## src/rtl/tx_eq_pkg.sv

```systemverilog
// Shared types, preset tap tables and legality constants for the TX equaliser
// coefficient path.
package tx_eq_pkg;

    typedef enum logic [1:0] {
        IDLE  = 2'd0,
        CHECK = 2'd1,
        HOLD  = 2'd2,
        RESP  = 2'd3
    } eq_state_e;

    localparam logic [5:0] FS_MIN      = 6'd24;
    localparam logic [3:0] NUM_PRESETS = 4'd11;

    // Numerators in 1/32 of FS for each preset.
    localparam logic [3:0] PRE_NUM  [0:10] = '{4'd0, 4'd0, 4'd0, 4'd0, 4'd0, 4'd3,
                                               4'd4, 4'd3, 4'd4, 4'd5, 4'd0};
    localparam logic [3:0] POST_NUM [0:10] = '{4'd8, 4'd5, 4'd6, 4'd4, 4'd0, 4'd0,
                                               4'd0, 4'd7, 4'd5, 4'd0, 4'd10};

    function automatic logic [3:0] pre_num(input logic [3:0] p);
        if (p < NUM_PRESETS) return PRE_NUM[p];
        return 4'd0;
    endfunction

    function automatic logic [3:0] post_num(input logic [3:0] p);
        if (p < NUM_PRESETS) return POST_NUM[p];
        return 4'd0;
    endfunction

endpackage

```

## src/rtl/tx_eq_rule_check.sv

```systemverilog
// Combinational FS/LF legality rules for a (C-1, C+1) pair; also resolves C0.
module tx_eq_rule_check
    import tx_eq_pkg::*;
(
    input  logic [5:0] fs,
    input  logic [5:0] lf,
    input  logic [5:0] cm,
    input  logic [5:0] cp,
    output logic [5:0] c0,
    output logic       legal
);

    logic signed [7:0] c0_s;
    logic signed [9:0] margin;

    always_comb begin
        c0_s   = $signed({2'b00, fs}) - $signed({2'b00, cm}) - $signed({2'b00, cp});
        // Eye margin: main cursor minus both taps must stay above LF.
        margin = 10'(c0_s) - $signed({4'b0000, cm}) - $signed({4'b0000, cp});
        c0     = c0_s[5:0];
        legal  = (fs >= FS_MIN)
              && (lf <= fs)
              && !c0_s[7]
              && (cm <= {2'b00, fs[5:2]})
              && (margin >= $signed({4'b0000, lf}));
    end

endmodule

```

## src/rtl/tx_eq_coeff_ctrl.sv

```systemverilog
// TX equalisation coefficient controller: resolves preset/explicit requests,
// checks legality and applies legal sets to the driver after a hold-off.
module tx_eq_coeff_ctrl
    import tx_eq_pkg::*;
#(
    parameter int HOLD_CYCLES = 16,
    parameter int RESET_C0    = 63
) (
    input  logic       bit_clk,
    input  logic       reset,
    input  logic [5:0] FS,
    input  logic [5:0] LF,
    input  logic       req_valid,
    output logic       req_ready,
    input  logic       req_is_preset,
    input  logic [3:0] req_preset,
    input  logic [5:0] req_c1_minus,
    input  logic [5:0] req_c1_plus,
    output logic       rsp_valid,
    output logic       rsp_reject,
    output logic [5:0] C0,
    output logic [5:0] C1_minus,
    output logic [5:0] C1_plus,
    output logic       coeff_update,
    output eq_state_e  fsm_state
);

    localparam int CW = (HOLD_CYCLES > 1) ? $clog2(HOLD_CYCLES) : 1;

    // Handshake: a request transfers on a rising bit_clk edge where
    // req_valid & req_ready are both high; req_ready is high only in IDLE.

    eq_state_e   state, state_next;
    logic [CW-1:0] cnt;

    logic       is_preset_q;
    logic [3:0] preset_q;
    logic [5:0] xm_q, xp_q;

    logic [5:0] cand_c0, cand_cm, cand_cp;
    logic       reject_q;

    logic [9:0] pre_prod, post_prod;
    logic [5:0] res_cm, res_cp, res_c0;
    logic       rule_legal, legal;

    always_comb begin
        pre_prod  = {4'b0000, FS} * {6'b000000, pre_num(preset_q)};
        post_prod = {4'b0000, FS} * {6'b000000, post_num(preset_q)};
        res_cm    = is_preset_q ? {1'b0, pre_prod[9:5]}  : xm_q;
        res_cp    = is_preset_q ? {1'b0, post_prod[9:5]} : xp_q;
    end

    tx_eq_rule_check u_rule_check (
        .fs    (FS),
        .lf    (LF),
        .cm    (res_cm),
        .cp    (res_cp),
        .c0    (res_c0),
        .legal (rule_legal)
    );

    assign legal = rule_legal && (!is_preset_q || (preset_q < NUM_PRESETS));

    always_comb begin
        state_next = state;
        unique case (state)
            IDLE:  if (req_valid)     state_next = CHECK;
            CHECK: state_next = legal ? HOLD : RESP;
            HOLD:  if (cnt == '0)     state_next = RESP;
            // On the accept path RESP first waits out the coeff_update cycle.
            RESP:  if (!coeff_update) state_next = IDLE;
            default: state_next = IDLE;
        endcase
    end

    always_ff @(posedge bit_clk or posedge reset) begin
        if (reset) begin
            state        <= IDLE;
            cnt          <= '0;
            is_preset_q  <= 1'b0;
            preset_q     <= 4'd0;
            xm_q         <= 6'd0;
            xp_q         <= 6'd0;
            cand_c0      <= 6'd0;
            cand_cm      <= 6'd0;
            cand_cp      <= 6'd0;
            reject_q     <= 1'b0;
            C0           <= 6'(RESET_C0);
            C1_minus     <= 6'd0;
            C1_plus      <= 6'd0;
            coeff_update <= 1'b0;
        end else begin
            state        <= state_next;
            coeff_update <= 1'b0;
            if (state == IDLE && req_valid) begin
                is_preset_q <= req_is_preset;
                preset_q    <= req_preset;
                xm_q        <= req_c1_minus;
                xp_q        <= req_c1_plus;
            end
            if (state == CHECK) begin
                cand_c0  <= res_c0;
                cand_cm  <= res_cm;
                cand_cp  <= res_cp;
                reject_q <= !legal;
                cnt      <= CW'(HOLD_CYCLES - 1);
            end
            if (state == HOLD) begin
                if (cnt == '0) begin
                    C0           <= cand_c0;
                    C1_minus     <= cand_cm;
                    C1_plus      <= cand_cp;
                    coeff_update <= 1'b1;
                end else begin
                    cnt <= cnt - 1'b1;
                end
            end
        end
    end

    assign req_ready  = (state == IDLE);
    assign rsp_valid  = (state == RESP) && !coeff_update;
    assign rsp_reject = rsp_valid && reject_q;
    assign fsm_state  = state;

endmodule

```

## config.mk

```make
export PLATFORM = sky130hd
export DESIGN_NAME = tx_eq_coeff_ctrl
export DESIGN_NICKNAME = d
export VERILOG_FILES = /design/src/rtl/tx_eq_pkg.sv /design/src/rtl/tx_eq_rule_check.sv /design/src/rtl/tx_eq_coeff_ctrl.sv
export SDC_FILE = /design/constraint.sdc
export NUM_CORES = 1
export LEC_CHECK = 0
export BUFFER_PORTS_ARGS = -buffer_cell sky130_fd_sc_hd__buf_2
export CELL_PAD_IN_SITES_DETAIL_PLACEMENT = 0
export CELL_PAD_IN_SITES_GLOBAL_PLACEMENT = 2
export CORE_ASPECT_RATIO = 0.9
export CORE_MARGIN = 3
export CORE_UTILIZATION = 41
export DETAILED_ROUTE_END_ITERATION = 6
export PLACE_DENSITY_LB_ADDON = 0.08
export SYNTH_ARGS = -nofsm -noshare
export SYNTH_HDL_FRONTEND = slang
export SYNTH_SLANG_ARGS = --single-unit
```

## constraint.sdc

```tcl
create_clock -name bit_clk -period 18.74 [get_ports bit_clk]
set_clock_uncertainty 0.2 [all_clocks]
set_input_delay 0.937 -clock bit_clk [delete_from_list [all_inputs] [get_ports bit_clk]]
set_output_delay 0.937 -clock bit_clk [all_outputs]
set_load 0.02 [all_outputs]
```

# Yosys cells after proc, flatten, opt, wreduce, memory -nomap -nowiden

Memories as Yosys holds them, arrays and structs flattened.
Cells that the tools add are included.
Widths: inputs -> output; s select.

Flip-flop bits (word level): 61
Memory bits (read-only): 128
Input port bits: 32
Output and inout bits: 24
Logic and storage cells: 74
Memories: 2

Memories:

| name            | words | bits a word | read ports | clocked after memory_dff | wr ports | line            | RTL |
|---|---|---|---|---|---|---|---|
| (no name shown) | 16    | 4           | 1          | 0                        | 0        | tx_eq_pkg.sv:27 | `if (p < NUM_PRESETS) return POST_NUM[p];` |
| (no name shown) | 16    | 4           | 1          | 0                        | 0        | tx_eq_pkg.sv:22 | `if (p < NUM_PRESETS) return PRE_NUM[p];` |

$add $sub $neg: 5
$mul: 2
Order comparisons: 6
Equal/unequal tests: 6
Multiplexer cells: 21
Bitwise logic cells: 1
Reductions and logical operators: 17

Operator list:

| operator            | number |
|---|---|
| $mux 4              | 11 |
| $mul 6x4->10        | 2 |
| $mux 6              | 2 |
| $ge 10x7->1         | 1 |
| $sub 10x7->10       | 1 |
| $sub 8x7->9         | 1 |
| $logic_and 1x1->1   | 8 |
| $pmux 2 s4          | 1 |
| $sub 7x7->8         | 1 |
| $sub 6x6->7         | 1 |
| $ge 6x5->1 const B  | 1 |
| $le 6x4->1          | 1 |
| $le 6x6->1          | 1 |
| $mux 2              | 3 |
| $ne 2x2->1 const B  | 3 |
| $ge 5x5->1 const B  | 1 |
| $not 4->5           | 1 |
| $eq 2x2->1 const B  | 2 |
| $logic_not 1->1     | 4 |
| $logic_not 4->1     | 1 |
| $lt 4x4->1 const B  | 1 |
| $mux 1              | 4 |
| $sub 4x1->4 const B | 1 |
| $reduce_and 3->1    | 1 |
| 4 further kinds     | 4 |

# Logic depth before layout (Yosys ltp)

Gate-level depths: netlist of the first run.

Depth in word-level cells: 17
Gate-level depth with buffers: 39
Depth with buffers taken out: 39

# Cells and area by module

From an unflattened synthesis of the first run, not the netlist that was laid out.

Cells, all modules: 524
Area, all modules: 5077.4 um2

By module, submodules not included:

| module           | instances | cells an instance | area each (um2) | sequential area each (um2) |
|---|---|---|---|---|
| tx_eq_coeff_ctrl | 1         | 366               | 3829.9          | 1534.0 |
| tx_eq_rule_check | 1         | 158               | 1247.4          | 0.0 |

# Worst setup path after synthesis of the first run

No wires, ideal clock.

Path kind: reg-to-reg
From: register preset_q[2]
To: register state[0], in the netlist fsm_state[0]
Library setup time: 0.077 ns
Arrival: 7.664 ns
Data required time: 18.463 ns
Setup slack: 10.798 ns
Stages on the path, launching flop included: 39
Path buffers: 1
Period minus slack after synthesis: 7.942 ns
Cells stage by stage: dfrtp_1 clkbuf_1 nor2b_1 a31oi_1 nor2_1 ha_1 inv_1 fa_1 inv_1 ha_1 nand3_1 o31a_4 nor2b_1 nor2_1 xnor2_1 mux2i_1 inv_1 fa_1 [3 not listed] a21oi_1 nand2_1 a41oi_1 xnor2_1 xnor2_1 ha_1 and4_1 nand3_1 nand2_1 a21oi_1 xnor2_1 ha_1 a21oi_1 o21a_1 a21oi_1 o2111a_1 o211a_1 a21oi_1

Cells in the longest elaborated chain, start to end: 17
Elaborated cells on any way between the ends: 31
Those cells by class: add/sub (4); mul (2); order compare (3); mux (13); bitwise (1); reduce/logical (6); memory (2)

Ends and longest elaborated chain:

| what                                       | line                   | RTL |
|---|---|---|
| from (decl)                                | tx_eq_coeff_ctrl.sv:37 | `logic [3:0] preset_q;` |
| from (signal assigned)                     | tx_eq_coeff_ctrl.sv:98 | `preset_q <= req_preset;` |
| $not 4->5 (implied by the code)            | tx_eq_pkg.sv:22        |  |
| $mem_v2 16x4                               | -                      |  |
| $mux 4 (implied by the code) (2 in series) | tx_eq_pkg.sv:22        |  |
| $mux 4                                     | tx_eq_pkg.sv:22        |  |
| $mux 4 (*)                                 | tx_eq_pkg.sv:23        | `return 4'd0;` |
| $mul 6x4->10 (*)                           | tx_eq_coeff_ctrl.sv:48 | `pre_prod = {4'b0000, FS} * {6'b000000, pre_num(preset_q)};` |
| $mux 6 (*)                                 | tx_eq_coeff_ctrl.sv:50 | `res_cm = is_preset_q ? {1'b0, pre_prod[9:5]} : xm_q;` |
| named net res_cm[1]                        | tx_eq_coeff_ctrl.sv:44 | `logic [5:0] res_cm, res_cp, res_c0;` |
| [2 not listed]                             | -                      |  |
| named net res_c0[1]                        | tx_eq_coeff_ctrl.sv:44 |  |
| $sub 8x7->9 (*)                            | tx_eq_rule_check.sv:19 | `margin = 10'(c0_s) - $signed({4'b0000, cm}) - $signed({4'b0000, cp});` |
| $sub 10x7->10 (*)                          | tx_eq_rule_check.sv:19 |  |
| $ge 10x7->1 (*)                            | tx_eq_rule_check.sv:25 | `&& (margin >= $signed({4'b0000, lf}));` |
| $logic_and 1x1->1 (*)                      | tx_eq_rule_check.sv:25 |  |
| $logic_and 1x1->1 (*)                      | tx_eq_coeff_ctrl.sv:63 | `assign legal = rule_legal && (!is_preset_q \|\| (preset_q < NUM_PRESETS));` |
| $mux 1 (*)                                 | tx_eq_coeff_ctrl.sv:69 | `CHECK: state_next = legal ? HOLD : RESP;` |
| $pmux 2 s4 (*)                             | tx_eq_coeff_ctrl.sv:67 | `unique case (state)` |
| to (signal assigned)                       | tx_eq_coeff_ctrl.sv:94 | `state <= state_next;` |
| to (decl)                                  | tx_eq_coeff_ctrl.sv:33 | `eq_state_e state, state_next;` |

The timed path passes the listed nets; every way through them passes the cells marked *. The select of a mux whose other input is x is not followed.
A chain may end at the register's enable or synchronous reset.

# Worst setup path after layout of the first run

From: register preset_q[0]
To: register reject_q

Cells in the longest elaborated chain, start to end: 16
Elaborated cells on any way between the ends: 30
Those cells by class: add/sub (4); mul (2); order compare (3); mux (11); bitwise (1); reduce/logical (7); memory (2)

Ends and longest elaborated chain:

| what                                       | line                    | RTL |
|---|---|---|
| $not 4->5 (implied by the code)            | tx_eq_pkg.sv:22         |  |
| $mem_v2 16x4                               | -                       |  |
| $mux 4 (implied by the code) (2 in series) | tx_eq_pkg.sv:22         |  |
| $mux 4                                     | tx_eq_pkg.sv:22         |  |
| $mux 4 (*)                                 | tx_eq_pkg.sv:23         |  |
| $mul 6x4->10 (*)                           | tx_eq_coeff_ctrl.sv:48  |  |
| $mux 6 (*)                                 | tx_eq_coeff_ctrl.sv:50  |  |
| named net res_cm[1]                        | tx_eq_coeff_ctrl.sv:44  |  |
| $sub 6x6->7 (*)                            | tx_eq_rule_check.sv:17  | `c0_s = $signed({2'b00, fs}) - $signed({2'b00, cm}) - $signed({2'b00, cp});` |
| $sub 7x7->8 (*)                            | tx_eq_rule_check.sv:17  |  |
| named net res_c0[1]                        | tx_eq_coeff_ctrl.sv:44  |  |
| $sub 8x7->9 (*)                            | tx_eq_rule_check.sv:19  |  |
| $sub 10x7->10 (*)                          | tx_eq_rule_check.sv:19  |  |
| $ge 10x7->1 (*)                            | tx_eq_rule_check.sv:25  |  |
| $logic_and 1x1->1 (*)                      | tx_eq_rule_check.sv:25  |  |
| $logic_and 1x1->1 (*)                      | tx_eq_coeff_ctrl.sv:63  |  |
| $logic_not 1->1 (*)                        | tx_eq_coeff_ctrl.sv:106 | `reject_q <= !legal;` |
| to (signal assigned)                       | tx_eq_coeff_ctrl.sv:106 |  |
| to (decl)                                  | tx_eq_coeff_ctrl.sv:41  | `logic reject_q;` |

Marks and branches as above.

==> results of run 1 <==
kinds of logic after synthesis:
| group | after synthesis | share of synthesized area [%] |
|---|---|---|
| simple gates | 145 | 14.28 |
| compound gates | 120 | 14.78 |
| fa+ha+maj | 80 | 21.11 |
| buf+inv | 75 | 5.500 |
| flops | 61 | 29.32 |
| mux | 49 | 10.50 |
| xor+xnor | 27 | 4.519 |
through the flow:
step	cell area (sq um)	cells	worst slack [ns]	utilization, %
after floorplan	5233	557	10.80	-
after global placement	5683	763	9.836	46.33
after detailed placement	5683	763	9.733	46.33
after CTS	5988	779	9.890	48.82
after global routing	5988	779	9.279	48.82
final	5988	779	9.903	48.82
Yosys cell counts (3+ instances only):
| cell | instances | area [sq um] |
|---|---|---|
| dfstp_2 | 6 | 157.7 |
| nor2b_1 | 13 | 81.33 |
| nand4_1 | 5 | 31.28 |
| nand2_1 | 24 | 90.09 |
| mux2i_1 | 5 | 50.05 |
| a31oi_1 | 4 | 25.02 |
| o21bai_1 | 5 | 37.54 |
| and2_1 | 7 | 43.79 |
| nand2b_1 | 6 | 37.54 |
| xor2_1 | 8 | 70.07 |
| nand3_1 | 7 | 35.03 |
| dfrtp_1 | 55 | 1376 |
| nor2_1 | 50 | 187.7 |
| nor3_1 | 7 | 35.03 |
| or3_1 | 4 | 25.02 |
| ha_1 | 65 | 813.3 |
| xnor2_1 | 19 | 166.4 |
| o21ai_0 | 24 | 120.1 |
| a21o_1 | 10 | 75.07 |
| fa_1 | 14 | 280.3 |
| a31o_2 | 3 | 26.28 |
| nor4_1 | 5 | 31.28 |
| nand3b_1 | 3 | 22.52 |
| inv_1 | 61 | 229.0 |
| clkbuf_1 | 8 | 30.03 |
| a21oi_1 | 41 | 205.2 |
| and4_1 | 3 | 26.28 |
| mux2_2 | 43 | 484.2 |
| o21a_1 | 6 | 45.04 |
routing by layer:
| metal | global-route usage (%) | vias to the layer above | wire length (microns) | part of all wire (%) |
|---|---|---|---|---|
| li1 | - | 2078 | - | - |
| met1 | 28.39 | 2019 | 6583 | 49 |
| met2 | 30.88 | 93 | 6083 | 45 |
| met3 | 4.011 | 21 | 657 | 4.8 |
| met4 | 6.214 | 0 | 238 | 1.8 |
| met5 | 0 | - | 0 | 0 |
cell usage in the layout, fill, tap and decap left out, drive strengths merged, types with 6 or more instances in the layout:
master	instances
mux2	44
clkbuf	9
nor2b	13
xor2	8
nor2	50
a21oi	41
dfrtp	55
inv	65
ha	65
nand2	24
o21ai	25
buf	59
xnor2	19
dfstp	6
nor3	7
fa	14
and2	7
nand2b	6
a21o	10
nand3	7
o21a	6
worst min path at each step:
| stage | endpoint | slack (ns) |
|---|---|---|
| 6_report | cand_cp[5]$_DFFE_PP0P_ | 0.30 |
| 5_1_grt | C1_plus[0]$_DFFE_PP0P_ | 0.31 |
| 4_1_cts | C1_plus[0]$_DFFE_PP0P_ | 0.30 |
| 3_5_place_dp | C1_plus[0]$_DFFE_PP0P_ | 0.29 |
| 3_3_place_gp | cand_cp[5]$_DFFE_PP0P_ | 0.28 |
| 2_1_floorplan | cand_cp[5]$_DFFE_PP0P_ | 0.25 |
layout make-up:
class / instances / area (sq um) / area share, %
clock inverter: 7 / 80.08 / 1.337
multi-input combinational: 421 / 3411 / 56.96
tap: 160 / 200.2 / 3.343
timing repair buffer: 59 / 305.3 / 5.098
sequential: 61 / 1534 / 25.62
clock buffer: 9 / 225.2 / 3.761
inverter: 62 / 232.7 / 3.886
registers in the layout, indices dropped and copies added (netlist names):
name / count
coeff_update: 1
C1_minus: 6
C0: 6
C1_plus: 6
cnt: 4
cand_cm: 6
xm_q: 6
cand_cp: 6
preset_q: 4
cand_c0: 6
xp_q: 6
fsm_state: 2
reject_q: 1
is_preset_q: 1
worst reg2reg max path: cells and delay by family (launching register included):
family / cells / cell delay, ns
compound gates: 10 / 2.40
fa+ha+maj: 8 / 3.03
xor+xnor: 4 / 0.55
simple gates: 9 / 0.86
flops: 1 / 0.64
mux: 1 / 0.52
buf+inv: 5 / 0.51
==> impl_metrics.toml, run 1 <==
[clock_tree]
cts.htree.levels = 3
cts_tree = "done"
cts_resized = 0
clk_latency_ns = 0.35
cts_hold_buf = 0
cts_num_sinks = 61
numCtsBuffers = 9
clk_pin_slew_ns = 0.06
root_buffer = "clkbuf_16"
post_cts_buffers = 0
clk_path_buf_depth = 2

[worst_hold_path]
worstHoldStart = "cand_cp[5]$_DFFE_PP0P_"
min_path_cells = 2
hp-class = "reg -> reg"

[cells_and_area]
num-fill-cells = 1198
area_growth_pct = 14.44
drive_gt1_share_pct = 21.81
n_antenna_cell = 0
final_nets = 725

[setup_path]
crit_buf_inv = 5
reg2reg_depth = 37
critical_path.startpoint_type = "register"
r2r_end = "reject_q$_DFFE_PP0P_"
path_depth = 37
startpoint = "preset_q[0]$_DFFE_PP0P_"
endpoint = "reject_q$_DFFE_PP0P_"
r2r-start = "preset_q[0]$_DFFE_PP0P_"
end_kind = "register"
cp_slowest_cell = "dfrtp_1"
cp_top_family = "adder cells"
cp_data_required_time_ns = 18.76
cp.arrival_ns = 8.86
max_stage_delay_ns = 0.64
rrSetupSlack_ns = 9.90
crit_fanout = 14
worstSetupPathType = "reg -> reg"

[route]
vias_per_cell = 5.406
routed_wl_microns = 13560
dr.pass1.iters = 5
ant_nets = 0
routed-via-count = 4211
drtIter0Drc = 234
wire_per_inst_microns = 17.41
route.detailed.drc = 0

[place]
hpwl_microns = 10560
place.gp.congestion = 0.8137
numPortBuffers = 55

[die]
dieHeight_microns = 113.2
ioPinCount = 56
core_sq_um = 12270
dieArea_sq_um = 14160
start_util_pct = 42.66
die_w_microns = 125.1
row_count = 38

[global_routing]
overflow = 0
grt_use_total_pct = 20.01
grt_pass1_vias = 4141
grt_max_degree = 62
antenna_found_initial = 0
grt_pass1_wl_microns = 22340

[status]
outcome = "complete, no violations"

[timing]
period_minus_slack_ns = 8.837
max_freq_mhz = 113.2
final_hold_viol_count = 0
relSlewSlack_pct = 41.25
rsz0062_at_grt = "no"
fin_crit_sh_pct = 47.16
finalSetupTns_ns = 0
final_max_slew_viol_count = 0
hold_ws_ns = 0.2971
worstMarginPinSlew_ns = 0.8791
final-setup-viol-count = 0

[yosys]
synth_nets = 668
ys_seq_area_share_pct = 29.32
synth.avg_cell_area_sq_um = 9.394
synth_ff_type = "dfrtp_1"
yosysWarnings = 0
synth.distinct_cells = 66
synth_area_sq_um = 5233
async_flop_share_pct = 100.0
synth_cells = 557
synth_edf_count = 0
synth_seq_cells = 61

[flow_run]
maxCapViolCount = 0
Power of run 1 is left out: the tool's default activity adds up to more than one toggle a clock period on the data nets, which glitch-free logic cannot reach.
==> inputs of run 2 (changes only) <==
- CORE_UTILIZATION: 41 -> 34
- clock period: 18.74 -> 7.7 ns (I/O delays scaled with it)
==> run 2 against run 1 <==
Against the previous run: die area rose by 20%; setup slack got worse by 9.8 ns; routed wire length rose by 11%; via count rose by 7.1%; core utilization fell by 2.0 points; fmax rose by 16%; critical path type unchanged.
==> impl_metrics.toml, run 2 (synthesized netlist as in run 1, its figures left out) <==
[cells_and_area]
multi_input_area_sq_um = 3669
drive_gt1_share_pct = 38.12
final_nets = 809
final_area_sq_um = 6957
post-route-util_pct = 46.78
n_antenna_cell = 0
layout_common_cells = "85 x buf_4, 60 x ha_1, 55 x buf_2, 53 x inv_1, 52 x dfrtp_1"
area_growth_pct = 32.95
register_area_sq_um = 1538
layout_commonest_cell = "buf_4"
num-fill-cells = 1453

[place]
place.gp.congestion = 0.8471
place_area_sq_um = 6228
hpwl_microns = 12040
dp_slack_ns = -0.1635
numPortBuffers = 55

[timing]
relSlewSlack_pct = 36.32
fin_crit_sh_pct = 98.75
fin_ws_ns = 0.09587
final_max_slew_viol_count = 0
final-setup-viol-count = 0
max_freq_mhz = 131.5
final_hold_viol_count = 0
worstMarginPinSlew_ns = 0.9529
period_minus_slack_ns = 7.604
rsz0062_at_grt = "yes"

[die]
ioPinCount = 56
start_util_pct = 35.18
die_w_microns = 136.8
row_count = 42
dieHeight_microns = 123.7
core_sq_um = 14870
dieArea_sq_um = 16920

[global_routing]
grt_pass1_wl_microns = 23880
grt_max_degree = 62
grt_pass1_vias = 4494
antenna_found_initial = 0
grt_use_total_pct = 18.58
overflow = 0

[setup_path]
cp_data_required_time_ns = 7.75
max_stage_delay_ns = 0.50
cp_top_family = "adder cells"
crit_fanout = 7
end_kind = "register"
cp_slowest_cell = "fa_1"
critical_path.startpoint_type = "register"
worstSetupPathType = "reg -> reg"
cpMostUsedCell = "ha_1"
crit_buf_inv = 5
cp.arrival_ns = 7.66

[route]
routed_wl_microns = 14990
wl_met1_microns = 7327
met2_length_microns = 6878
route.detailed.drc = 0
routed-via-count = 4511
wire_per_inst_microns = 16.64
dr.pass1.iters = 4
drtIter0Drc = 209
ant_nets = 0
wl_met3_microns = 616
highest_layer = "met4"
vias_per_cell = 5.007

[clock_tree]
numCtsBuffers = 9
cts_tree = "done"
clk_latency_ns = 0.34
clk_path_buf_depth = 2
cts_hold_buf = 0
root_buffer = "clkbuf_16"
clk_pin_slew_ns = 0.06
cts_num_sinks = 61
cts.htree.levels = 3

[flow_run]
maxCapViolCount = 0

[worst_hold_path]
hp-class = "in -> async"

[status]
outcome = "complete, no violations"
==> run 2: worst min-delay path, delay by kind of cell <==
kind	cells	cell delay, ns
buf+inv	3	0.74
==> run 2: metrics by stage <==
step / hold WS [ns] / cells / TNS [ns]
6_report: 0.07001 / 901 / 0
5_1_grt: 0.06136 / 901 / -0.6406
4_1_cts: 0.05753 / 888 / 0
3_5_place_dp: 0.2904 / 865 / -0.3164
2_1_floorplan: 0.2476 / 557 / 0
3_3_place_gp: 0.2703 / 865 / -0.02405
==> run 2: timing repair <==
action / CTS / global route
pin swaps: 7 / 40
gates resized for setup: 19 / 41
endpoints found under the hold margin: 0 / 0
endpoints found under the setup margin: 2 / 2
setup buffers: 7 / 13
==> run 2: final timing paths <==
check | startpoint | depth (start not counted) | slack [ns] | to
worst min-delay path | reset | 3 | 0.07 | C1_minus[1]$_DFFE_PP0P_
max in group asynchronous | reset | 3 | 6.69 | preset_q[1]$_DFFE_PP0P_
worst max register to register | preset_q[1]$_DFFE_PP0P_ | 36 | 0.1 | fsm_state[0]$_DFFE_PP0P_
min in group bit_clk | req_c1_plus[3] | 2 | 0.07 | xp_q[3]$_DFFE_PP0P_
worst max-delay path | preset_q[1]$_DFFE_PP0P_ | 36 | 0.1 | fsm_state[0]$_DFFE_PP0P_
worst min register to register | cand_cp[5]$_DFFE_PP0P_ | 2 | 0.30 | cand_cp[5]$_DFFE_PP0P_
==> run 2: layout make-up <==
type	count	share of cell area (%)
Tap cell	198	3.561
Timing Repair Buffer	143	13.62
Clock inverter	7	1.403
Clock buffer	9	3.237
Sequential cell	61	22.10
Inverter	62	3.345
Multi-Input combinational cell	421	52.73
==> run 2: routing by layer <==
metal / up-vias / GRT usage (%)
li1: 2238 / -
met1: 2193 / 26.14
met2: 69 / 29.90
met3: 11 / 3.069
met4: 0 / 4.597
met5: - / 0
Power of run 2 is left out for the same reason.
==> inputs of run 3 (changes only) <==
- CORE_UTILIZATION: 34 -> 41
- clock period: 7.7 -> 9.81 ns (I/O delays scaled with it)
==> run 3 against run 2 <==
Against the previous run: routed wire length shrank 9.9%; first-iteration DRC count shrank 7.2%; core utilization grew 2.1 points; worst hold slack gained 0.11 ns; final cell count shrank 13%; register-to-register slack gained 1.1 ns; critical path depth grew 1; die area shrank 16%; largest cell class unchanged.
==> impl_metrics.toml, run 3 (synthesized netlist as in run 1, its figures left out) <==
[setup_path]
critical_path.startpoint_type = "register"
r2r-start = "preset_q[2]$_DFFE_PP0P_"
worstSetupPathType = "reg -> reg"
cpMostUsedCell = "ha_1"
cp.arrival_ns = 8.65
end_kind = "register"
crit_fanout = 14
r2r_end = "fsm_state[0]$_DFFE_PP0P_"
max_stage_delay_ns = 0.54
cp_data_required_time_ns = 9.82
reg2reg_depth = 37
rrSetupSlack_ns = 1.17
cp_slowest_cell = "dfrtp_1"

[place]
numPortBuffers = 55
place.gp.congestion = 0.8976
dp_slack_ns = 1.188
place_area_sq_um = 5705
hpwl_microns = 10750

[worst_hold_path]
min_path_cells = 2
hp-class = "in -> reg"
worstHoldStart = "req_c1_minus[5]"
min_to = "xm_q[5]$_DFFE_PP0P_"

[timing]
final_max_slew_viol_count = 0
worstMarginPinSlew_ns = 0.8808
fin_ws_ns = 1.173
relSlewSlack_pct = 41.28
max_freq_mhz = 115.8
final-setup-viol-count = 0
period_minus_slack_ns = 8.637
fin_crit_sh_pct = 88.04
finalSetupTns_ns = 0
final_hold_viol_count = 0
rsz0062_at_grt = "no"

[clock_tree]
cts_resized = 0
clk_latency_ns = 0.33
cts_num_sinks = 61
cts.htree.levels = 3
root_buffer = "clkbuf_16"
clk_pin_slew_ns = 0.06
post_cts_buffers = 0
cts_hold_buf = 0
clk_path_buf_depth = 2
cts_tree = "done"
numCtsBuffers = 9

[global_routing]
grt_pass1_vias = 4192
grt_use_total_pct = 19.93
grt_max_degree = 62
antenna_found_initial = 0
grt_pass1_wl_microns = 22250
overflow = 0

[route]
drtIter0Drc = 194
wl_met1_microns = 6669
dr.pass1.iters = 4
highest_layer = "met4"
wire_per_inst_microns = 17.27
route.detailed.drc = 0
vias_per_cell = 5.315
routed_wl_microns = 13510
routed-via-count = 4156
wl_met3_microns = 498
ant_nets = 0
met2_length_microns = 6230

[die]
dieArea_sq_um = 14160
ioPinCount = 56
die_w_microns = 125.1
row_count = 38
dieHeight_microns = 113.2
core_sq_um = 12270
start_util_pct = 42.66

[status]
outcome = "complete, no violations"

[cells_and_area]
area_growth_pct = 14.66
final_nets = 728
layout_commonest_cell = "ha_1"
layout_common_cells = "65 x ha_1, 60 x inv_1, 55 x dfrtp_1, 55 x buf_2, 50 x nor2_1"
num-fill-cells = 1212
post-route-util_pct = 48.91
drive_gt1_share_pct = 22.19
final_area_sq_um = 6000
n_antenna_cell = 0

[flow_run]
maxCapViolCount = 0
-- run 3: cell types whose count changed in the layout (fill, tap and decap cells not counted), sizes merged --
cell    change
buf        -81
clkbuf      +2
inv         +1
clkinv      -1
bufinv      -2
-- run 3: final cells by class --
cell class                 count  area (sq um)  area share (%)
multi-input combinational    421          3411           56.85
clock buffer                  11         252.7           4.213
sequential                    61          1534           25.57
tap                          160         200.2           3.337
clock inverter                 5         41.29          0.6882
timing repair buffer          62         327.8           5.464
inverter                      62         232.7           3.879
-- run 3: through the flow --
step / cells / hold slack (ns)
after global routing: 782 / 0.1807
after floorplan: 557 / 0.2476
after global placement: 766 / 0.2707
final: 782 / 0.1832
after CTS: 782 / 0.1756
after detailed placement: 766 / 0.2714
-- run 3: worst max path at each step --
stage / depth (start not counted) / from / slack (ns) / end
2_1_floorplan: 38 / preset_q[2]$_DFFE_PP0P_ / 1.87 / fsm_state[0]$_DFFE_PP0P_
3_5_place_dp: 37 / preset_q[2]$_DFFE_PP0P_ / 1.19 / fsm_state[0]$_DFFE_PP0P_
4_1_cts: 37 / preset_q[2]$_DFFE_PP0P_ / 1.17 / fsm_state[0]$_DFFE_PP0P_
3_3_place_gp: 37 / preset_q[2]$_DFFE_PP0P_ / 1.38 / fsm_state[0]$_DFFE_PP0P_
6_report: 37 / preset_q[2]$_DFFE_PP0P_ / 1.17 / fsm_state[0]$_DFFE_PP0P_
5_1_grt: 37 / preset_q[0]$_DFFE_PP0P_ / 0.40 / reject_q$_DFFE_PP0P_
-- run 3: worst max-delay path: cells and delay by family, from the launching register on --
| kind | cells | cell delay [ns] |
|---|---|---|
| adders and majority gates | 8 | 3.02 |
| AOI/OAI and AO/OA | 10 | 2.33 |
| and+or+nand+nor | 10 | 1.03 |
| DFF | 1 | 0.54 |
| xor gates and xnor gates | 4 | 0.54 |
| muxes | 1 | 0.48 |
| buffers and inverters | 4 | 0.34 |
-- run 3: per-layer routing --
layer,vias to the layer above,global-route usage (%)
li1,2079,-
met1,1991,27.79
met2,76,32.82
met3,10,3.115
met4,0,4.624
met5,-,0
Power of run 3 is left out for the same reason.
